--- config.mk ---
export PLATFORM = sky130hd
export DESIGN_NAME = rns_add_arbiter
export DESIGN_NICKNAME = d
export VERILOG_FILES = /design/src/rtl/rns_pkg.sv /design/src/rtl/rr_arbiter.sv /design/src/rtl/set3_add.sv /design/src/rtl/rns_add_arbiter.sv
export SDC_FILE = /design/constraint.sdc
export NUM_CORES = 1
export LEC_CHECK = 0
export CAP_MARGIN = 20
export CORE_ASPECT_RATIO = 1.25
export CORE_MARGIN = 5
export CORE_UTILIZATION = 42
export CTS_CLUSTER_DIAMETER = 150
export CTS_CLUSTER_SIZE = 20
export DETAILED_ROUTE_END_ITERATION = 6
export PLACE_DENSITY = 0.92
export SYNTH_ARGS = -nofsm -noshare
export SYNTH_HDL_FRONTEND = slang
export SYNTH_SLANG_ARGS = --single-unit
--- constraint.sdc ---
create_clock -name clk -period 7.9 [get_ports clk]
set_input_delay 1.58 -clock clk [delete_from_list [all_inputs] [get_ports clk]]
set_output_delay 1.58 -clock clk [all_outputs]
set_load 0.005 [all_outputs]
--- src/rtl/rns_pkg.sv ---
// Shared constants and helpers for the RNS adder and its arbiter.
//   N_DEF / NREQ_DEF : default base residue width and requester count
//   calc_w()         : packed residue-triple width for a given N
//   ch*_lo()         : LSB offset of each channel inside a packed triple
// Packing: [W-1:2N] = ch1 (mod 2^(N+1)-1), [2N-1:N] = ch2 (mod 2^N),
//          [N-1:0] = ch3 (mod 2^N-1)
package rns_pkg;

   localparam int N_DEF    = 11;
   localparam int NREQ_DEF = 4;

   function automatic int calc_w(input int n);
      return 3 * n + 1;
   endfunction

   function automatic int ch1_lo(input int n);
      return 2 * n;
   endfunction

   function automatic int ch2_lo(input int n);
      return n;
   endfunction

   function automatic int ch3_lo(input int n);
      return 0 * n;
   endfunction

endpackage

--- src/rtl/rr_arbiter.sv ---
// Round-robin arbiter with pointer register.
//   clk, rst : clock, synchronous active-high reset
//   en       : grant permitted this cycle (result slot can load)
//   req      : per-requester valid
//   grant    : one-hot grant (all zero when no winner)
//   winner   : index of granted requester
//   granted  : a grant is issued this cycle
// Search starts at rr_ptr; the pointer moves past the winner on grant.
module rr_arbiter #(
   parameter int unsigned NREQ = 4,
   parameter int          IDW  = $clog2(NREQ)
) (
   input  logic            clk,
   input  logic            rst,
   input  logic            en,
   input  logic [NREQ-1:0] req,
   output logic [NREQ-1:0] grant,
   output logic [IDW-1:0]  winner,
   output logic            granted
);

   logic [IDW-1:0] rr_ptr;
   int unsigned    idx;

   always_comb begin
      grant   = '0;
      winner  = '0;
      granted = 1'b0;
      idx     = 0;
      for (int unsigned k = 0; k < NREQ; k++) begin
         idx = (int'(rr_ptr) + k) % NREQ;
         if (!granted && en && req[idx]) begin
            granted    = 1'b1;
            grant[idx] = 1'b1;
            winner     = IDW'(idx);
         end
      end
   end

   always_ff @(posedge clk) begin
      if (rst) begin
         rr_ptr <= '0;
      end else if (granted) begin
         rr_ptr <= (winner == IDW'(NREQ - 1)) ? '0 : winner + IDW'(1);
      end
   end

endmodule

--- src/rtl/set3_add.sv ---
// Three-channel RNS adder, purely combinational.
//   a, b : packed operand triples (W = 3N+1 bits)
//   sum  : packed residue sum
// ch1 and ch3 use end-around carry; ch2 drops the carry. The all-ones
// second zero representation is passed through unnormalised.
module set3_add
   import rns_pkg::*;
#(
   parameter int N = N_DEF
) (
   input  logic [3*N:0] a,
   input  logic [3*N:0] b,
   output logic [3*N:0] sum
);

   localparam int C1 = ch1_lo(N);
   localparam int C2 = ch2_lo(N);
   localparam int C3 = ch3_lo(N);

   logic [N+1:0] s1;
   logic [N:0]   s3;
   logic [N:0]   r1;
   logic [N-1:0] r2;
   logic [N-1:0] r3;

   // Operands in range keep the folded carry from overflowing a second time.
   always_comb begin
      s1 = {1'b0, a[C1 +: N+1]} + {1'b0, b[C1 +: N+1]};
      r1 = s1[N:0] + {{N{1'b0}}, s1[N+1]};
      r2 = a[C2 +: N] + b[C2 +: N];
      s3 = {1'b0, a[C3 +: N]} + {1'b0, b[C3 +: N]};
      r3 = s3[N-1:0] + {{(N-1){1'b0}}, s3[N]};
      sum = {r1, r2, r3};
   end

endmodule

--- src/rtl/rns_add_arbiter.sv ---
// Shares one set3_add among NREQ requesters with round-robin arbitration.
//   clk, rst  : clock, synchronous active-high reset
//   req_valid : per-requester operand valid
//   req_ready : one-hot accept for the winning requester
//   req_a/b   : operand triples, requester i at [i*W +: W]
//   out_valid : result register holds data
//   out_ready : consumer accepts result
//   out_sum   : packed residue sum
//   out_id    : requester that produced out_sum
//   busy_cnt  : saturating count of cycles with pending requests and no grant
module rns_add_arbiter
   import rns_pkg::*;
#(
   parameter int N    = N_DEF,
   parameter int NREQ = NREQ_DEF,
   parameter int IDW  = $clog2(NREQ)
) (
   input  logic                     clk,
   input  logic                     rst,
   input  logic [NREQ-1:0]          req_valid,
   output logic [NREQ-1:0]          req_ready,
   input  logic [NREQ*(3*N+1)-1:0]  req_a,
   input  logic [NREQ*(3*N+1)-1:0]  req_b,
   output logic                     out_valid,
   input  logic                     out_ready,
   output logic [3*N:0]             out_sum,
   output logic [IDW-1:0]           out_id,
   output logic [15:0]              busy_cnt
);

   localparam int W = calc_w(N);

   logic           can_load;
   logic           granted;
   logic [IDW-1:0] winner;
   logic [W-1:0]   a_sel;
   logic [W-1:0]   b_sel;
   logic [W-1:0]   sum_comb;

   // Gating with !rst keeps req_ready low and blocks any handshake in reset.
   assign can_load = (!out_valid || out_ready) && !rst;

   rr_arbiter #(
      .NREQ (NREQ),
      .IDW  (IDW)
   ) u_arb (
      .clk     (clk),
      .rst     (rst),
      .en      (can_load),
      .req     (req_valid),
      .grant   (req_ready),
      .winner  (winner),
      .granted (granted)
   );

   always_comb begin
      a_sel = req_a[int'(winner)*W +: W];
      b_sel = req_b[int'(winner)*W +: W];
   end

   set3_add #(
      .N (N)
   ) u_add (
      .a   (a_sel),
      .b   (b_sel),
      .sum (sum_comb)
   );

   always_ff @(posedge clk) begin
      if (rst) begin
         out_valid <= 1'b0;
         out_sum   <= '0;
         out_id    <= '0;
      end else if (granted) begin
         out_valid <= 1'b1;
         out_sum   <= sum_comb;
         out_id    <= winner;
      end else if (out_ready) begin
         out_valid <= 1'b0;
      end
   end

   always_ff @(posedge clk) begin
      if (rst) begin
         busy_cnt <= '0;
      end else if ((|req_valid) && !granted && (busy_cnt != 16'hFFFF)) begin
         busy_cnt <= busy_cnt + 16'd1;
      end
   end

endmodule

==> flow_summary.toml <==
[detailed_routing]
drt_pass1_iterations = 4
wire_per_inst_um = 17.26
vias = 7302
drc = 0
wl_um = 23420
drtIter0Drc = 354
viasPerCell = 5.381
drtAntennaViolNets = 0

[global_route]
grt_use_total_pct = 23.27
grt_pass1_wl_um = 35450
antenna_found_initial = 0
grt_max_degree = 54
grt_pass1_vias = 7138
grt-ovfl-total = 0

[pwr]
total_power_mw = 2.029
comb_power_share_pct = 71.5
clkPwrFrac_pct = 11.1
share_seq_of_total_power_pct = 17.5
p_leak_nw = 4.583
max-vdd-ir-drop_mv = 0.09629
internal-power_mw = 1.165
p_per_area_nw_per_um2 = 194.1
power.switching_mw = 0.8632
p_sw_share_pct = 42.55

[layout]
diodes = 0
layout_common_cells = "clkdlybuf4s50_1, nor2_1, a21oi_1"
fin_nets = 1465
drive_above_1_share_pct = 10.17
syn_to_final_growth_pct = 53.26
layout.filler_cells = 1328
final_common_cell = "clkdlybuf4s50_1"

[worst_setup_path]
cp_cell_sequence = "clkdlybuf4s50_1 -> mux4_2 -> nor3_4 -> nand4b_1 -> and3_4 -> mux2_4 -> nor2_1 -> a21oi_1 -> ha_1 -> o21ai_0 -> o21ai_0 -> a211o_1 -> and3_1 -> o21a_1 -> o21ai_0 -> a21oi_1 -> ha_1 -> ha_1 -> nand2_1 -> a211oi_2 -> nand4_1 -> nor4b_1 -> mux2_2 -> a211oi_1"
critPathMaxStageDelay_ns = 0.60
end_kind = "flop"
crit_required_ns = 8.11
crit_type = "primary input to flop"
arrival_ns = 7.56
slowest_stage = "mux4_2"
cp_max_fo = 12
crit_family = "simple AND/OR/NAND/NOR gates"
r2r_slack_ns = 1.12
crit_path_start_kind = "primary input"
crit_buf_inv = 1

[status]
outcome = "finished clean"

[cts]
cts_buffers = 5
cts_resized = 0
ctsHoldBuffers = 0
clkTransAtPathRegs_ns = 0.07
root_buffer = "clkbuf_16"
clockBufferDepth = 2
clock_latency_ns = 0.29
cts_tree = "built"
cts_sinks = 55
cts-htree-levels = 2
postCtsSetupRepairBufs = 0

[synth]
ys_seq_area_share_pct = 16.15
netlist_instances = 829
synth_top_area_cell = "dfxtp_1"
synth_fa_ha_area_share_pct = 8.772
synth_top_family_by_area = "multiplexers"
ys_warn_count = 0
synth-compound-area-share_pct = 19.25
synth_simple_gate_area_share_pct = 18.81
synth_top_area_share_pct = 16.15
synth-xor-area-share_pct = 6.038
async_reset_ff_share_pct = 0
syn_avg_cell_area_um2 = 8.224
yosys-mux-area-fraction_pct = 25.71
synth_area_um2 = 6818
synth_cell_types = 70
synthTopCellsByArea = "dfxtp_1, mux2_4, mux2i_1, a21oi_1, ha_1"
synth_fp_nets = 1154
synth_ff_type = "dfxtp_1"
synth_edf_count = 0
ys_ff_latch = 55

[timing]
drv_slew = 0
clock.fmax_mhz = 136.1
tns_ns = 0
finalHoldViolCount = 0
whs_ns = 0.4534
fin_skew_ns = 0.005264
rsz0062_at_grt = "false"
period_minus_slack_ns = 7.346
fin_ws_ns = 0.5543
final-setup-viol-count = 0
finalCritPeriodShare_pct = 92.98
slew_headroom_pct = 61.70
tightest_slew_ns = 0.5692

[floorplanning]
die_w_um = 124.0
rows = 52
die-area_um2 = 18900
num_io_pins = 336
initial_core_util_pct = 42.42
core_um2 = 16070
die_y_um = 152.4

[placed_design]
place_ws_ns = 0.1856
place_hpwl_um = 19600
routabilityCongestion = 0.9063
io_buffer_count = 335

[hold_path]
hp-class = "flop to flop"

[run]
maxCapViolations = 0
cell families (layout without fill, tap and decap cells):
logic type | count (synthesis) | count (layout)
XOR/XNOR | 47 | 47
AO/OA/AOI/OAI | 208 | 208
AND/OR/NAND/NOR | 274 | 275
adder cells (fa/ha/maj) | 46 | 46
multiplexers | 137 | 137
flip-flops | 55 | 55
buffers and inverters | 62 | 373
metrics by stage:
stage          cells  instance area (µm²)  utilization [%]
4_1_cts         1356                10440            64.94
3_3_place_gp    1348                10290            64.02
6_report        1357                10450            65.02
2_1_floorplan    829                 6818                -
3_5_place_dp    1348                10290            64.02
5_1_grt         1357                10450            65.02
worst min-delay path: cells and delay by family (launching register included):
kind	cells	cell delay, ns
AND/OR/NAND/NOR	1	0.05
AO/OA/AOI/OAI	1	0.05
flip-flops	1	0.31
cells in the mapped netlist (2+ instances only):
cell         n
buf_1        6
a2111oi_0    3
nand2b_1     5
a211oi_1    21
xor2_1      25
nand2_1     48
o211ai_1     4
nor3_1      16
a211oi_2     2
and3_1       9
clkbuf_1    18
buf_2        5
inv_1       15
o21a_1       4
a22oi_1      3
nor2b_1      5
nand4_1      8
or3_1        6
a221oi_1     3
a211o_1      3
o311ai_0     2
nor2_1     127
nor4_1       7
mux4_2       4
o2111ai_1    3
ha_1        43
and2_1       5
inv_2        2
buf_6       16
xnor2_1     22
mux2i_1     66
or2_2        5
a21o_1       9
nand3_1     21
o21ai_1      2
o21ai_0     20
a22o_1       4
o21bai_1     2
mux2_4      66
fa_1         3
dfxtp_1     55
a21oi_1    108
power groups by stage:
stage	logic, mW	registers (mW)	clock network [mW]
floorplan	0.984	0.359	0
global placement	1.41	0.358	0
detailed placement	1.44	0.361	0
CTS	1.44	0.355	0.232
global route	1.59	0.361	0.241
finish	1.45	0.354	0.225
registers in the layout (all words and copies together) (netlist names):
signal / flops
busy_cnt: 16
u_arb.rr_ptr: 2
out_sum: 34
out_valid: 1
out_id: 2
metal layers:
| layer | share of wire, % | GRT usage [%] | wire, µm | up-vias |
|---|---|---|---|---|
| li1 | - | - | - | 3656 |
| met1 | 39 | 26.99 | 9017 | 3330 |
| met2 | 50 | 40.78 | 11670 | 257 |
| met3 | 6.7 | 3.936 | 1570 | 59 |
| met4 | 5.0 | 10.91 | 1162 | 0 |
| met5 | 0 | 0 | 0 | - |
cell type report:
type / instances / area (µm²) / area share (%)
clock buffer: 5 / 125.1 / 1.197
clock inverter: 3 / 22.52 / 0.2155
inverter: 17 / 66.31 / 0.6347
multi-input combinational: 713 / 5380 / 51.49
sequential: 55 / 1101 / 10.54
tap: 216 / 270.3 / 2.587
timing repair buffer: 348 / 3483 / 33.34
final timing paths:
check	to	cells past startpoint	start
worst max-delay path	out_sum[10]	24	req_valid[2]
worst min-delay path	out_sum[15]	2	out_sum[15]
worst max register to register	out_sum[10]	25	u_arb.rr_ptr[0]
worst min register to register	out_sum[15]	2	out_sum[15]
No activity file was read; power rests on OpenSTA's default activity.
==> patch (same flow settings) <==
Make the reset (`rst`) asynchronous in 3 clocked blocks. Comments in the files are not updated.
--- a/src/rtl/rr_arbiter.sv
+++ b/src/rtl/rr_arbiter.sv
@@ -37,7 +37,7 @@
       end
    end
 
-   always_ff @(posedge clk) begin
+   always_ff @(posedge clk or posedge rst) begin
       if (rst) begin
          rr_ptr <= '0;
       end else if (granted) begin
--- a/src/rtl/rns_add_arbiter.sv
+++ b/src/rtl/rns_add_arbiter.sv
@@ -66,7 +66,7 @@
       .sum (sum_comb)
    );
 
-   always_ff @(posedge clk) begin
+   always_ff @(posedge clk or posedge rst) begin
       if (rst) begin
          out_valid <= 1'b0;
          out_sum   <= '0;
@@ -80,7 +80,7 @@
       end
    end
 
-   always_ff @(posedge clk) begin
+   always_ff @(posedge clk or posedge rst) begin
       if (rst) begin
          busy_cnt <= '0;
       end else if ((|req_valid) && !granted && (busy_cnt != 16'hFFFF)) begin
Function: differs if rst is asserted again (counterexample within 4 cycles, from zero or initial values and one cycle with rst high); with rst held inactive, the same outputs for 4 cycles.
==> patch against the unedited design <==
Via count fell by 9.2%; synthesized area fell by 3.4%; fmax rose by 8.1%; routed wire length fell by 6.1%; sequential share of layout area rose by 2.9 points; sequential cell count did not move; final area fell by 1.8%; setup slack improved by 550 ps; critical path depth fell by 2; non-clock buffer count fell by 6.
Power is not compared: it rests on default switching activity, and its combinational part moved more than twofold at a synthesized area within 25%.
==> patch: results (changes against the unedited design) <==
Final clock-cell share 1.415% (+0.0016 points); post-CTS setup repair buffer count 0 (unchanged); placed cells 1,242 (-7.9%); invs w/o clock 21 (+4); Worst-path clk slew 70 ps (about the same); xor/xnor share of the synthesized area 6.855% (+0.82 points); initial antenna violation count 0 (unchanged); Seq area share 13.41% (+2.9 points); register cell area after layout 1376 um2 (+25%); Post-Synthesis Cells 724 (-13%); global-route wire length before repair 33,130 um (-6.6%); CP peak stage delay 560 ps (-40 ps); top cells by area, synth mux2i_1 (30%), dfrtp_1 (21%), ha_1 (8.2%), nand2_1 (4.2%), xnor2_1 (4.1%); async set-reset flop share out of synthesis 100.0% (+100 points); GRT Resource Usage Total 22.29% (-0.98 points); synthesized area 6589 um2 (-3.4%); layout cell share with drive strength beyond 1 4.139% (-6.0 points); # clk buffers 6 (+1); fraction of area in multi-input gates 48.35% (-3.1 points); delay-heaviest family, CP compound AO/OA/AOI/OAI gates; Clock Skews 5.962 ps (+0.6979 ps); crit-path max FO 32 (+20); Crit-path slowest cell clkdlybuf4s50_1; layout filler cell count 1,271 (-4.3%); DR pass1 iterations 5 (+1); top_reg_cell synth dfrtp_1; Placement Cell Area 10,090 um2 (-1.9%); Netlist cell types 64 (-8.6%); average wire per standard cell 17.57 um (+1.8%); Synth Area in Compound Gates 12.63% (-6.6 points); nonclk buf count 342 (-1.7%); port buffer count 335 (unchanged); outcome completed; vias in the first global route 6,807 (-4.6%); WP data arrival 6920 ps (-640 ps); # diodes 0 (unchanged); via count 6,633 (-9.2%); Seq/Total Area, Yosys 20.89% (+4.7 points); largest net degree at the start of global routing 63 (+17%); syn_nets 1,049 (-9.1%); Sw Share 47.26%; clock tree buffer depth 2 (unchanged); Nets 1,363 (-7.0%); post-synthesis mux area share 31.94% (+6.2 points); pre-CTS setup slack 762.5 ps (+576.9 ps); multi-input gate count 613 (-14%); Synth Area in Adders 9.077% (+0.30 points); Finished Layout Cells 1,251 (-7.8%); hpwl dp 18,750 um (-4.3%); non-clk buf share 33.44% (+0.10 points); drt initial violations 350 (-1.1%); top cells by count, synth mux2i_1 (199), nand2_1 (74), dfrtp_1 (55), ha_1 (43), o21ai_0 (43); GP Congestion 0.8798 (-2.9%); # resized after CTS 0 (unchanged); Slew @ Worst Pin 970.1 ps (+400.9 ps)
-- patch: path summary, 6_finish.rpt --
check / from / endpoint / slack (ps) / cells past startpoint
min in group asynchronous: rst / out_id[0]$_DFFE_PP0P_ / 1550 / 2
worst min register to register: out_sum[9]$_DFFE_PP0P_ / out_sum[9]$_DFFE_PP0P_ / 480 / 2
worst min-delay path: out_sum[9]$_DFFE_PP0P_ / out_sum[9]$_DFFE_PP0P_ / 480 / 2
max in group asynchronous: rst / out_sum[7]$_DFFE_PP0P_ / 5490 / 3
worst max register to register: u_arb.rr_ptr[0]$_DFFE_PP0P_ / out_sum[10]$_DFFE_PP0P_ / 1750 / 24
worst max-delay path: req_valid[3] / out_sum[10]$_DFFE_PP0P_ / 1100 / 22
-- patch: metal layers --
layer	wire length (um)	part of all wire [%]	track usage, %
met1	8141	37	25.33
met2	12180	55	43.53
met3	1456	6.6	4.348
met4	199	0.91	2.971
met5	0	0	0
